==> src/rtl/hazard_pkg.sv <==
// hazard_pkg
//   Shared types and constants for the pipeline hazard controller.
//   - md_state_e   : multiply/divide sequencer state (RUN, BUSY)
//   - hz_cause_e   : the single winning hazard cause for a cycle
//   - pipe_ctrl_t  : bundle of per-register stall/flush controls
//   - DEF_MUL_LAT / DEF_DIV_LAT : default multiply/divide latencies
//   - cnt_width()  : countdown width for the larger of two latencies
//   - ctrl_for_cause() : stall/flush pattern for one hazard cause
package hazard_pkg;

  localparam int DEF_MUL_LAT = 3;
  localparam int DEF_DIV_LAT = 34;

  typedef enum logic {
    ST_RUN  = 1'b0,
    ST_BUSY = 1'b1
  } md_state_e;

  // Listed in decreasing priority after CAUSE_NONE.
  typedef enum logic [2:0] {
    CAUSE_NONE     = 3'd0,
    CAUSE_RESET    = 3'd1,
    CAUSE_TRAP     = 3'd2,
    CAUSE_MEM      = 3'd3,
    CAUSE_MD       = 3'd4,
    CAUSE_LOAD_USE = 3'd5,
    CAUSE_REDIRECT = 3'd6,
    CAUSE_FETCH    = 3'd7
  } hz_cause_e;

  typedef struct packed {
    logic stall_pc;
    logic stall_if_id;
    logic stall_id_ex;
    logic stall_ex_mem;
    logic stall_mem_wb;
    logic flush_if_id;
    logic flush_id_ex;
    logic flush_ex_mem;
    logic flush_mem_wb;
  } pipe_ctrl_t;

  // ceil(log2(max(a, b))), never less than one bit.
  function automatic int cnt_width(input int a, input int b);
    int m;
    m = (a > b) ? a : b;
    return ($clog2(m) < 1) ? 1 : $clog2(m);
  endfunction

  // Each cause holds the registers upstream of the blocked stage and
  // inserts a bubble into the first register downstream of it, so no
  // register is ever both held and cleared. Only reset/trap clear all.
  function automatic pipe_ctrl_t ctrl_for_cause(input hz_cause_e c);
    pipe_ctrl_t p;
    p = '0;
    case (c)
      CAUSE_RESET, CAUSE_TRAP: begin
        p.flush_if_id  = 1'b1;
        p.flush_id_ex  = 1'b1;
        p.flush_ex_mem = 1'b1;
        p.flush_mem_wb = 1'b1;
      end
      CAUSE_MEM: begin
        p.stall_pc     = 1'b1;
        p.stall_if_id  = 1'b1;
        p.stall_id_ex  = 1'b1;
        p.stall_ex_mem = 1'b1;
        p.flush_mem_wb = 1'b1;
      end
      CAUSE_MD: begin
        p.stall_pc     = 1'b1;
        p.stall_if_id  = 1'b1;
        p.stall_id_ex  = 1'b1;
        p.flush_ex_mem = 1'b1;
      end
      CAUSE_LOAD_USE: begin
        p.stall_pc     = 1'b1;
        p.stall_if_id  = 1'b1;
        p.flush_id_ex  = 1'b1;
      end
      CAUSE_REDIRECT: begin
        p.flush_if_id  = 1'b1;
        p.flush_id_ex  = 1'b1;
      end
      CAUSE_FETCH: begin
        p.stall_pc     = 1'b1;
        p.flush_if_id  = 1'b1;
      end
      default: p = '0;
    endcase
    return p;
  endfunction

endpackage

==> src/rtl/hazard_ctrl_md_timer.sv <==
// md_timer
//   Countdown for an in-flight multiply/divide. On load the counter is set
//   to (latency - 1) for the selected operation, then counts down by one
//   per enabled cycle and sticks at zero.
// Ports:
//   clk    : clock
//   rst    : synchronous active-high reset, clears the counter
//   clear  : synchronous abort (trap), clears the counter
//   load   : start a new operation this edge
//   is_div : latency select for load (1 = divide, 0 = multiply)
//   en     : count down this edge
//   zero   : counter currently equals zero
module md_timer
  import hazard_pkg::*;
#(
  parameter int MUL_LAT = DEF_MUL_LAT,
  parameter int DIV_LAT = DEF_DIV_LAT,
  parameter int CW      = cnt_width(MUL_LAT, DIV_LAT)
) (
  input  logic clk,
  input  logic rst,
  input  logic clear,
  input  logic load,
  input  logic is_div,
  input  logic en,
  output logic zero
);

  localparam logic [CW-1:0] MUL_LOAD = CW'(MUL_LAT - 1);
  localparam logic [CW-1:0] DIV_LOAD = CW'(DIV_LAT - 1);

  logic [CW-1:0] cnt;

  always_ff @(posedge clk) begin
    if (rst || clear) begin
      cnt <= '0;
    end else if (load) begin
      cnt <= is_div ? DIV_LOAD : MUL_LOAD;
    end else if (en && (cnt != '0)) begin
      cnt <= cnt - 1'b1;
    end
  end

  assign zero = (cnt == '0);

endmodule

==> src/rtl/hazard_ctrl.sv <==
// hazard_ctrl
//   Pipeline stall/flush controller for a 5-stage pipe plus a multicycle
//   multiply/divide sequencer. Exactly one hazard cause wins per cycle, in
//   the order: reset, wb_trap, mem_busy, mul/div busy, load-use,
//   ex_redirect, if_busy. All stall/flush outputs are combinational.
// Ports:
//   clk, rst                 : clock, synchronous active-high reset
//   if_busy                  : fetch not ready
//   mem_busy                 : MEM data access not complete
//   id_rs1/id_rs2            : ID source registers
//   id_use_rs1/id_use_rs2    : ID actually reads that source
//   ex_rd, ex_is_load        : EX destination / EX holds a load
//   ex_md_start, ex_md_is_div: EX holds mul/div (level) / it is a divide
//   ex_redirect              : EX branch/jump mispredict
//   wb_trap                  : trap/xRET redirect at WB
//   stall_*                  : hold the named pipeline register
//   flush_*                  : clear the named pipeline register to a bubble
//   md_done                  : mul/div result valid this cycle
module hazard_ctrl
  import hazard_pkg::*;
#(
  parameter int MUL_LAT = DEF_MUL_LAT,
  parameter int DIV_LAT = DEF_DIV_LAT
) (
  input  logic       clk,
  input  logic       rst,
  input  logic       if_busy,
  input  logic       mem_busy,
  input  logic [4:0] id_rs1,
  input  logic [4:0] id_rs2,
  input  logic       id_use_rs1,
  input  logic       id_use_rs2,
  input  logic [4:0] ex_rd,
  input  logic       ex_is_load,
  input  logic       ex_md_start,
  input  logic       ex_md_is_div,
  input  logic       ex_redirect,
  input  logic       wb_trap,
  output logic       stall_pc,
  output logic       stall_if_id,
  output logic       stall_id_ex,
  output logic       stall_ex_mem,
  output logic       stall_mem_wb,
  output logic       flush_if_id,
  output logic       flush_id_ex,
  output logic       flush_ex_mem,
  output logic       flush_mem_wb,
  output logic       md_done
);

  localparam int CW = cnt_width(MUL_LAT, DIV_LAT);

  md_state_e  state_q;
  md_state_e  state_d;
  logic       timer_load;
  logic       cnt_zero;
  logic       md_busy;
  logic       load_use;
  hz_cause_e  cause;
  pipe_ctrl_t ctrl;

  // ---------------------------------------------------------------------
  // Mul/div sequencer: state register
  // ---------------------------------------------------------------------
  always_ff @(posedge clk) begin
    if (rst) begin
      state_q <= ST_RUN;
    end else begin
      state_q <= state_d;
    end
  end

  // ---------------------------------------------------------------------
  // Mul/div sequencer: next state
  // A start is only accepted when MEM is not stalling the pipe; while BUSY
  // the level-held ex_md_start of the same instruction is ignored. The
  // done state is held while mem_busy keeps the result parked in EX.
  // ---------------------------------------------------------------------
  always_comb begin
    state_d    = state_q;
    timer_load = 1'b0;
    if (wb_trap) begin
      state_d = ST_RUN;
    end else begin
      case (state_q)
        ST_RUN: begin
          if (ex_md_start && !mem_busy) begin
            state_d    = ST_BUSY;
            timer_load = 1'b1;
          end
        end
        ST_BUSY: begin
          if (cnt_zero && !mem_busy) begin
            state_d = ST_RUN;
          end
        end
        default: state_d = ST_RUN;
      endcase
    end
  end

  md_timer #(
    .MUL_LAT (MUL_LAT),
    .DIV_LAT (DIV_LAT),
    .CW      (CW)
  ) u_md_timer (
    .clk    (clk),
    .rst    (rst),
    .clear  (wb_trap),
    .load   (timer_load),
    .is_div (ex_md_is_div),
    .en     (state_q == ST_BUSY),
    .zero   (cnt_zero)
  );

  // The first cycle of an operation (still in RUN) already stalls, so a
  // latency of N gives exactly N stall cycles before md_done.
  assign md_busy = ((state_q == ST_RUN)  && ex_md_start) ||
                   ((state_q == ST_BUSY) && !cnt_zero);

  assign md_done = !rst && !wb_trap && (state_q == ST_BUSY) && cnt_zero;

  // x0 is never a real dependency.
  assign load_use = ex_is_load && (ex_rd != 5'd0) &&
                    ((id_use_rs1 && (id_rs1 == ex_rd)) ||
                     (id_use_rs2 && (id_rs2 == ex_rd)));

  // ---------------------------------------------------------------------
  // Hazard arbitration. ex_redirect sits below every cause that holds EX,
  // so a mispredict is only acted on once its branch actually leaves EX.
  // ---------------------------------------------------------------------
  always_comb begin
    cause = CAUSE_NONE;
    if (rst) begin
      cause = CAUSE_RESET;
    end else if (wb_trap) begin
      cause = CAUSE_TRAP;
    end else if (mem_busy) begin
      cause = CAUSE_MEM;
    end else if (md_busy) begin
      cause = CAUSE_MD;
    end else if (load_use) begin
      cause = CAUSE_LOAD_USE;
    end else if (ex_redirect) begin
      cause = CAUSE_REDIRECT;
    end else if (if_busy) begin
      cause = CAUSE_FETCH;
    end
  end

  assign ctrl = ctrl_for_cause(cause);

  assign stall_pc     = ctrl.stall_pc;
  assign stall_if_id  = ctrl.stall_if_id;
  assign stall_id_ex  = ctrl.stall_id_ex;
  assign stall_ex_mem = ctrl.stall_ex_mem;
  assign stall_mem_wb = ctrl.stall_mem_wb;
  assign flush_if_id  = ctrl.flush_if_id;
  assign flush_id_ex  = ctrl.flush_id_ex;
  assign flush_ex_mem = ctrl.flush_ex_mem;
  assign flush_mem_wb = ctrl.flush_mem_wb;

endmodule
==> config.mk <==
export PLATFORM = sky130hd
export DESIGN_NAME = hazard_ctrl
export DESIGN_NICKNAME = d
export VERILOG_FILES = /design/src/rtl/hazard_pkg.sv /design/src/rtl/hazard_ctrl_md_timer.sv /design/src/rtl/hazard_ctrl.sv
export SDC_FILE = /design/constraint.sdc
export NUM_CORES = 1
export LEC_CHECK = 0
export BUFFER_PORTS_ARGS = -buffer_cell sky130_fd_sc_hd__buf_2
export CAP_MARGIN = 20
export CORE_MARGIN = 2
export CORE_UTILIZATION = 35
export DETAILED_ROUTE_END_ITERATION = 10
export GPL_ROUTABILITY_DRIVEN = 0
export SYNTH_ARGS = -nofsm -noshare
export SYNTH_HDL_FRONTEND = slang
export SYNTH_SLANG_ARGS = --single-unit
==> constraint.sdc <==
create_clock -name clk -period 2.3 [get_ports clk]
set_input_delay 0.115 -clock clk [delete_from_list [all_inputs] [get_ports clk]]
set_output_delay 0.115 -clock clk [all_outputs]
set_load 0.05 [all_outputs]
; Word-level counts from Yosys, hierarchy flattened
; Cells that the tools add are included.
; W data, S select, Z words.
[word_totals]
reg_bits = 7
latch_bits = 0
ram_bits = 0
mem_bits_ro = 0
inputBits = 26
out_inout_bits = 10
elab_cells = 67
memories = 0
[op_classes]
addsub = 1
multipliers = 0
n_div = 0
order_cmp = 0
n_eq_ne = 9
shifts = 0
muxes = 23
n_bitwise = 1
reduce_logical = 31
[op_table]
columns = op, count
row1 = $mux W3, 7
row2 = $mux W6, 3
row3 = $eq A3 B3 Y1 const B, 4
row4 = $logic_and A1 B1 Y1, 12
row5 = $mux W1, 12
row6 = $reduce_or A4 Y1, 3
row7 = $eq A5 B5 Y1, 2
row8 = $reduce_or A3 Y1, 3
row9 = $eq A3 B2 Y1 const B, 2
row10 = $logic_not A6 Y1, 1
row11 = $reduce_bool A6 Y1, 1
row12 = $sub A6 B1 Y6 const B, 1
row13 = $reduce_bool A5 Y1, 1
row14 = $logic_not A1 Y1, 4
row15 = $reduce_or A2 Y1, 2
row16 = $eq A3 B1 Y1 const B, 1
row17 = $logic_or A1 B1 Y1, 3
row18 = $pmux W1 S2, 1
row19 = $reduce_bool A2 Y1, 1
row20 = $not A1 Y1, 1

; Longest topological paths before layout
; Gate-level depths: netlist of run 1.
[depth]
ltp_word = 12
ltp_mapped = 11
mapped_depth_nobuf = 11

; Cells and area by module
; A second synthesis of run 1 with hierarchy kept.
[hier_totals]
cells_unflattened = 102
hier_area_um2 = 818.3
[by_module_without_submodules]
columns = module, n_inst, cells_each, area_each_um2, seq_area_each_um2
row1 = hazard_ctrl, 1, 62, 456.7, 20.0
row2 = md_timer, 1, 40, 361.6, 120.1

; Least setup slack after synthesis of run 1
; OpenSTA, ideal clock, no wires.
[synth_timing]
path_type = register -> output
from = register u_md_timer.cnt[0]
to = output port flush_ex_mem
t_arrival_ns = 2.901
required_time_ns = 2.185
path_slack_ns = -0.716
path_stages_with_launch = 12
path_cell_list = dfxtp_1 > inv_1 > ha_1 > nor2b_1 > a31oi_1 > or3_1 > o22ai_1 > ha_1 > nor2_1 > nand2_1 > o31ai_1 > nor3b_1
[synth_via]
elab_chain_cells = 11
[synth_rtl]
columns = element, line
row1 = start: declaration, hazard_ctrl_md_timer.sv:32  ; logic [CW-1:0] cnt;
row2 = start signal: assignment, hazard_ctrl_md_timer.sv:38  ; cnt <= is_div ? DIV_LOAD : MUL_LOAD;
row3 = start signal: assignment, hazard_ctrl_md_timer.sv:40  ; cnt <= cnt - 1'b1;
row4 = $logic_not A6 Y1 (*), hazard_ctrl_md_timer.sv:44  ; assign zero = (cnt == '0);
row5 = $logic_not A1 Y1 (*), hazard_ctrl.sv:119  ; ((state_q == ST_BUSY) && !cnt_zero);
row6 = $logic_and A1 B1 Y1 (*), hazard_ctrl.sv:119
row7 = $logic_or A1 B1 Y1 (*), hazard_ctrl.sv:118  ; assign md_busy = ((state_q == ST_RUN) && ex_md_start) ||
row8 = $mux W3 (*), hazard_ctrl.sv:140  ; end else if (md_busy) begin
row9 = $mux W3 (*), hazard_ctrl.sv:138  ; end else if (mem_busy) begin
row10 = $mux W3 (*), hazard_ctrl.sv:136  ; end else if (wb_trap) begin
row11 = $mux W3 (*), hazard_ctrl.sv:134  ; if (rst) begin
row12 = $eq A3 B3 Y1 (tied with other cells), hazard_pkg.sv:56  ; case (c)
row13 = $reduce_or A3 Y1 (no source line) (*), --
row14 = $mux W1 (*), hazard_pkg.sv:56
row15 = end: declaration, hazard_ctrl.sv:46  ; output logic flush_ex_mem,
; Mark *: on every way between the ends. The rest lies on a longest branch, timed or not.

; Worst setup path in the final report of run 1
[layout_timing]
from = register u_md_timer.cnt[0]
to = output port flush_if_id
[layout_via]
elab_chain_cells = 11
[layout_rtl]
columns = element, line
row1 = $logic_not A6 Y1 (*), hazard_ctrl_md_timer.sv:44
row2 = $logic_not A1 Y1 (*), hazard_ctrl.sv:119
row3 = $logic_and A1 B1 Y1 (*), hazard_ctrl.sv:119
row4 = $logic_or A1 B1 Y1 (*), hazard_ctrl.sv:118
row5 = $mux W3 (*), hazard_ctrl.sv:140
row6 = $mux W3 (*), hazard_ctrl.sv:138
row7 = $mux W3 (*), hazard_ctrl.sv:136
row8 = $mux W3 (*), hazard_ctrl.sv:134
row9 = $eq A3 B3 Y1 (tied with other cells), hazard_pkg.sv:56
row10 = $reduce_or A4 Y1 (no source line) (*), --
row11 = $mux W1 (*), hazard_pkg.sv:56
row12 = end: declaration, hazard_ctrl.sv:44  ; output logic flush_if_id,
; Marks and branches as above.

==> results of run 1 <==
per-stage QoR:
step | worst slack (ns) | setup TNS, ns | instance area (µm²) | hold WS [ns]
floorplan | -0.1754 | -0.4545 | 964.7 | 0.1868
global placement | -0.3578 | -1.335 | 1351 | 0.3715
detailed placement | -0.4010 | -1.437 | 1351 | 0.3715
CTS | -0.4837 | -2.156 | 1455 | 0.1080
global route | -0.6379 | -2.858 | 1599 | 0.1290
finish | -0.5034 | -2.164 | 1599 | 0.1135
area by class of cell:
cell class	instances	area, µm²
timing repair buffer	63	450.4
fill	205	833.3
sequential	7	142.6
clock buffer	4	26.28
multi-input combinational	101	927.1
tap	30	37.54
inverter	4	15.01
placed cells by master (no fill, tap or decap), types with 4 or more instances in the layout:
cell type / netlist / routed
xor2_1: 10 / 10
xnor2_1: 5 / 5
ha_4: 0 / 4
nor2_1: 11 / 9
dfxtp_1: 7 / 5
a21oi_1: 6 / 4
buf_6: 1 / 6
buf_2: 0 / 27
buf_4: 1 / 27
cell usage after synthesis (all sizes together):
| cell | count |
|---|---|
| nand4 | 2 |
| mux2i | 1 |
| clkbuf | 1 |
| nor2b | 2 |
| nor2 | 11 |
| o221ai | 1 |
| or3 | 5 |
| nand2 | 6 |
| nor4 | 5 |
| o211ai | 2 |
| or2 | 2 |
| a31o | 1 |
| o32ai | 1 |
| a32oi | 1 |
| or4 | 1 |
| nand3 | 1 |
| and3 | 1 |
| o21bai | 1 |
| conb | 1 |
| and2 | 2 |
| o22a | 2 |
| o31ai | 1 |
| o21a | 1 |
| inv | 4 |
| o22ai | 2 |
| nor3 | 5 |
| o21ai | 6 |
| nand2b | 3 |
| nor3b | 1 |
| xor2 | 10 |
| dfxtp | 7 |
| o221a | 1 |
| xnor2 | 5 |
| ha | 6 |
| or3b | 1 |
| a31oi | 3 |
| a21oi | 6 |
| buf | 2 |
| and3b | 1 |
cell families after synthesis:
| logic type | after synthesis |
|---|---|
| AOI/OAI and AO/OA | 29 |
| xor gates and xnor gates | 15 |
| adders and majority gates | 6 |
| buffers and inverters | 7 |
| DFF | 7 |
| muxes | 1 |
| other | 1 |
| and+or+nand+nor | 49 |
path summary, 6_finish.rpt:
kind	slack, ns	end	startpoint	depth (start not counted)
hold / removal	0.11	u_md_timer.cnt[1]	wb_trap	2
setup reg to reg	0.53	u_md_timer.cnt[1]	u_md_timer.cnt[2]	6
setup / recovery	-0.50	flush_if_id	u_md_timer.cnt[0]	12
hold reg to reg	0.62	u_md_timer.cnt[5]	u_md_timer.cnt[5]	2
flip-flops by register name, summed over array words and instances, names as in the netlist:
name            flops
u_md_timer.cnt      6
state_q             1
power by group:
group	internal (mW)	switching, mW
clock	0.0662	0.0447
sequential	0.124	0.00211
combinational	0.169	0.205
total	0.360	0.251
timing repair:
item,in CTS,in global routing
buffers inserted,1,2
pin swaps,5,12
endpoints found under the setup margin,7,7
hold endpoints to repair,0,0
resized for setup,19,28
gates cloned,0,0
metal layers:
| layer | up-vias | global-route usage (%) |
|---|---|---|
| li1 | 554 | - |
| met1 | 501 | 20.70 |
| met2 | 25 | 36.14 |
| met3 | 9 | 3.056 |
| met4 | 0 | 11.25 |
| met5 | - | 0 |
critical path, stage by stage (launching register included):
cell and delay (ns):
dfxtp_2 0.33, inv_2 0.05, ha_4 0.15, nor2b_4 0.13, a31oi_4 0.18, a21oi_2 0.09, o22a_1 0.23, ha_2 0.20
or3_4 0.33, or2_1 0.23, o221ai_2 0.13, and3b_2 0.24, buf_8 0.15
==> results.tsv, run 1 <==
metric	value	unit
clkSlewWorstSetupHoldPaths	0.05	ns
drc_errors	0	
dr.max_layer_used	met4	
rsz0062_at_grt	yes	
cts.sinks	7	
cts_htree_levels	1	
ys_warn_count	0	
hpwlAfterDp	2.146	mm
dieArea	2938	µm²
synthMuxAreaShare	1.135	%
cts_tree	built	
grt_max_degree	11	
syn-num-nets	147	
final_util	65.74	%
netlist_area	882.1	µm²
dr_wl_met2	1.576	mm
drt-wirelength-per-cell	13.44	µm
hold_class	input port to flop	
slew_headroom	65.08	%
syn_inst	115	
fp-row-count	18	
finalCriticalPeriod	2.803	ns
cts_root_buf	clkbuf_4	
initial_utilization	36.27	%
antenna_left	0	
worst_pin_slew	0.5198	ns
critical_path_arrival	2.69	ns
cap_violations	0	
hold_viol	0	
fin_ws	-0.5034	ns
wirelength	2.810	mm
final.setup_skew	0.001109	ns
synth.distinct_cells	47	
setup_viol	6	
ys_seq_area_share	15.89	%
antenna_found_initial	0	
crit_required	2.18	ns
vdd_ir_drop_max	0.3167	mV
post-route-period-util	121.9	%
grt_pass1_wl	4.098	mm
cts_buffer_depth	2	
io_buffers	34	
worst-path-max-fanout	3	
die_w	54.20	µm
hold_buffers	0	
status	finished with violations	
finalMaxSlewViolations	0	
clk_latency	0.25	ns
cts_inserted_buffers	3	
synthTopCellsByArea	dfxtp_1 (16%), xor2_1 (9.9%), ha_1 (8.5%), xnor2_1 (5.0%), nor2_1 (4.7%)	
cp-start-kind	flop	
p_total	610.9	µW
met1_length	1.081	mm
core	2432	µm²
synth_top_family_by_area	simple AND/OR/NAND/NOR gates	
placedCellCount	203	
grtUsageTotal	19.60	%
ys_ff_latch	7	
synth_compound_area_share	23.12	%
dr.pass1.iters	4	
clock.fmax	356.7	MHz
viasPerCell	5.211	
area_growth	81.28	%
yosysTopAreaCellShare	15.89	%
antenna_cells	0	
via_count	1089	
p_per_area	382.1	nW/µm²
violations	setup timing	
dr_wl_met3	79	µm
io_pins	36	
grt_pass1_vias	992	
leakagePower	0.6807	nW
stdcell_count	209	
synthSimpleGateAreaFrac	31.77	%
grt_overflow	0	
synth_area_per_cell	7.670	µm²
die_h	54.20	µm
synth_fa_ha_area_share	8.511	%
layout.nets	212	
synth_area_leader_cell	dfxtp_1	
setup.worst_path.class	flop to primary output	
cp-end-kind	primary output	
first_iter_violations	14	
drive_gt1_share	60.34	%
synth_xor_area_share	14.89	%
Power figures use the tool's default switching activity.
==> inputs of run 2 (changes only) <==
--- a/config.mk
+++ b/config.mk
@@ -13,4 +13,5 @@
 export GPL_ROUTABILITY_DRIVEN = 0
 export SYNTH_ARGS = -nofsm -noshare
 export SYNTH_HDL_FRONTEND = slang
+export SYNTH_HIERARCHICAL = 1
 export SYNTH_SLANG_ARGS = --single-unit
==> run 2 against run 1 <==
Against the previous run: total power down 14%; the run still ends with setup timing left; count of clock-buffer cells in the layout unchanged; die area down 6.7%; non-clock buffer count down 18; critical endpoint unchanged; hold slack better by 0.035 ns; routed wire length down 16%; combinational power down 23%; area after synthesis down 7.2%.
==> results.tsv, run 2 <==
metric	value	unit	change
cp_top_family	simple AND/OR/NAND/NOR gates		
synth.distinct_cells	36		-23%
largest_register_ff_count	6		unchanged
clk_latency	0.25	ns	about the same
synthTopCellsByCount	nor2_1 (15), xor2_1 (11), dfxtp_1 (7), inv_1 (7)		
post-route-period-util	104.7	%	-17 points
io_buffers	34		unchanged
netlist_area	818.3	µm²	-7.2%
startpoint	u_md_timer/cnt[2]		
p_per_area	395.2	nW/µm²	+3.4%
synth_most_common_cell	nor2_1		
synth_area_leader_cell	dfxtp_1		
clock.fmax	415.2	MHz	+16%
hold_ws	0.1482	ns	+0.03473 ns
synthTopCellsByArea	dfxtp_1 (17%), xor2_1 (12%), ha_1 (9.2%), nor2_1 (6.9%), mux2i_1 (4.9%)		
io_pins	36		unchanged
place_ws	-0.01958	ns	+0.3814 ns
leakagePower	0.5520	nW	-19%
antenna_found_initial	0		unchanged
drt-wirelength-per-cell	13.33	µm	-0.87%
grt_pass1_vias	952		-4.0%
fin_ws	-0.1087	ns	+0.3947 ns
synth_area_per_cell	8.022	µm²	+4.6%
worstSetupEndpoint	flush_if_id		
yosysTopAreaCellShare	17.13	%	+1.2 points
cap_violations	0		unchanged
regMostFlops	u_md_timer/cnt		
mostFrequentLayoutCells	buf_2 (27), xor2_1 (11), nor2_1 (10)		
dieArea	2741	µm²	-6.7%
async_flop_share	0	%	unchanged
multi_input_area	787.0	µm²	-15%
crit_path_top_delay_cell	or3_4		
ys_seq_area_share	17.13	%	+1.2 points
grtUsageTotal	19.67	%	+0.068 points
syn_inst	102		-11%
via_count	905		-17%
fp-row-count	17		-1
critPathBufInv	1		-1
initial_utilization	36.99	%	+0.73 points
grt_overflow	0		unchanged
final_common_cell	buf_2		
drc_errors	0		unchanged
r2r_start	u_md_timer/cnt[2]		
vdd_ir_drop_max	0.2675	mV	-16%
status	finished with violations		
rsz0062_at_grt	yes		
p_total	524.1	µW	-14%
worst_pin_slew	0.5161	ns	-0.003708 ns
viasPerCell	5.113		-1.9%
clkSlewWorstSetupHoldPaths	0.05	ns	about the same
layout.nets	182		-14%
cts_buffer_depth	2		unchanged
drive_gt1_share	55.03	%	-5.3 points
antenna_left	0		unchanged
wirelength	2.359	mm	-16%
hold_viol	0		unchanged
antenna_cells	0		unchanged
timing.reg2reg.worst_path_depth	5		-1
finalMaxSlewViolations	0		unchanged
path_cells	or3_4 > nor2_4 > nand2_2 > o21a_4 > a21oi_4 > a21o_1 > ha_4 > nor2_2 > mux2i_2 > buf_6		
crit_required	2.18	ns	about the same
hold_class	input port to flop		
hold_buffers	0		unchanged
crit_path_max_incr_delay	0.40	ns	+0.07 ns
setup_viol	6		unchanged
final.setup_skew	0.002912	ns	+0.001803 ns
violations	setup timing		
ys_ff_latch	7		unchanged
cts_inserted_buffers	3		unchanged
area_growth	62.08	%	
hp-start	ex_md_is_div		
synthFlopType	dfxtp_1		
ys_warn_count	6		+6
first_iter_violations	7		-7
critical_path_depth	10		-2
rrSetupSlack	0.76	ns	+0.23 ns
top_regs	u_md_timer/cnt: 6 flops, state_q: 1 flops		
syn-num-nets	134		-8.8%
slew_headroom	65.33	%	+0.25 points
cp-end-kind	primary output		
synth-edff-count	0		unchanged
cts_htree_levels	1		unchanged
dr.pass1.iters	3		-1
core	2212	µm²	-9.1%
timing.rr.end	u_md_timer/cnt[5]		
cts_root_buf	clkbuf_4		
die_w	52.35	µm	-3.4%
hpwlAfterDp	1.745	mm	-19%
critical_path_arrival	2.29	ns	-0.40 ns
grt_pass1_wl	3.981	mm	-2.9%
cts.sinks	7		unchanged
grt_max_degree	10		-1
cts_tree	built		
finalCriticalPeriod	2.409	ns	-0.3947 ns
cp-start-kind	flop		
final.fill_count	207		+0.98%
die_h	52.35	µm	-3.4%
setup.worst_path.class	flop to primary output		
worst-path-max-fanout	3		unchanged
seq_area	145.1	µm²	+1.8%
run 2: changes by cell type after synthesis, sizes merged, moves of 3 or more:
cell / before / now
nor2: 11 / 15
o21ai: 6 / 2
a31oi: 3 / 0
inv: 4 / 7
or3: 5 / 1
mux2i: 1 / 4
run 2: how the worst min path moves through the flow:
| stage | slack (ns) | end | depth (start not counted) |
|---|---|---|---|
| after floorplan | 0.19 | state_q | 1 |
| after global placement | 0.41 | u_md_timer/cnt[1] | 3 |
| after detailed placement | 0.42 | u_md_timer/cnt[1] | 3 |
| after CTS | 0.15 | u_md_timer/cnt[1] | 3 |
| after global routing | 0.16 | u_md_timer/cnt[1] | 3 |
| final | 0.15 | u_md_timer/cnt[1] | 3 |
run 2: worst register-to-register path: stages (launching register included):
cell and delay (ns):
dfxtp_2 0.31, or3_4 0.40, buf_4 0.15, o21a_4 0.23, a311oi_2 0.26, nor3_2 0.08
run 2: metrics by stage:
| stage | utilization (%) | std cells | setup TNS, ns | area [µm²] |
|---|---|---|---|---|
| floorplan | - | 102 | -0.3509 | 842.1 |
| global route | 59.95 | 177 | -1.212 | 1326 |
| detailed placement | 49.89 | 172 | -0.03890 | 1104 |
| CTS | 55.15 | 176 | -0.2672 | 1220 |
| global placement | 49.89 | 172 | -0.0002705 | 1104 |
| finish | 59.95 | 177 | -0.4693 | 1326 |
run 2: power by group:
group | total (mW) | switching [mW] | internal, mW
Combinational | 0.288 | 0.171 | 0.117
Clock | 0.110 | 0.0439 | 0.0661
Sequential | 0.126 | 0.00232 | 0.123
run 2: timing repair:
action / CTS / global route
pin swaps: 7 / 7
setup endpoints to repair: 7 / 7
buffers inserted: 0 / 1
resized for setup: 30 / 20
run 2: area by class of cell:
type,instances,share of cell area [%]
Multi-Input combinational cell,86,59.34
Timing Repair Buffer,45,22.92
Sequential cell,7,10.94
Tap cell,28,2.642
Inverter,7,2.170
Clock buffer,4,1.981
run 2: kinds of logic (layout without fill, tap and decap cells):
group,Yosys count,in the layout,synth area share (%)
buf+inv,9,56,5.505
mux,4,4,4.893
fa+ha+maj,6,6,9.174
flops,7,7,17.12
simple gates,40,40,25.84
xor+xnor,14,14,14.99
compound gates,21,21,22.02
other cells,1,1,0.4583
run 2: per-layer routing:
| metal | track usage [%] | vias up | wire (µm) |
|---|---|---|---|
| met5 | 0 | - | 0 |
| met4 | 11.11 | 0 | 44 |
| met3 | 5.714 | 6 | 125 |
| met2 | 35.00 | 29 | 1302 |
| met1 | 20.27 | 424 | 887 |
| li1 | - | 446 | - |
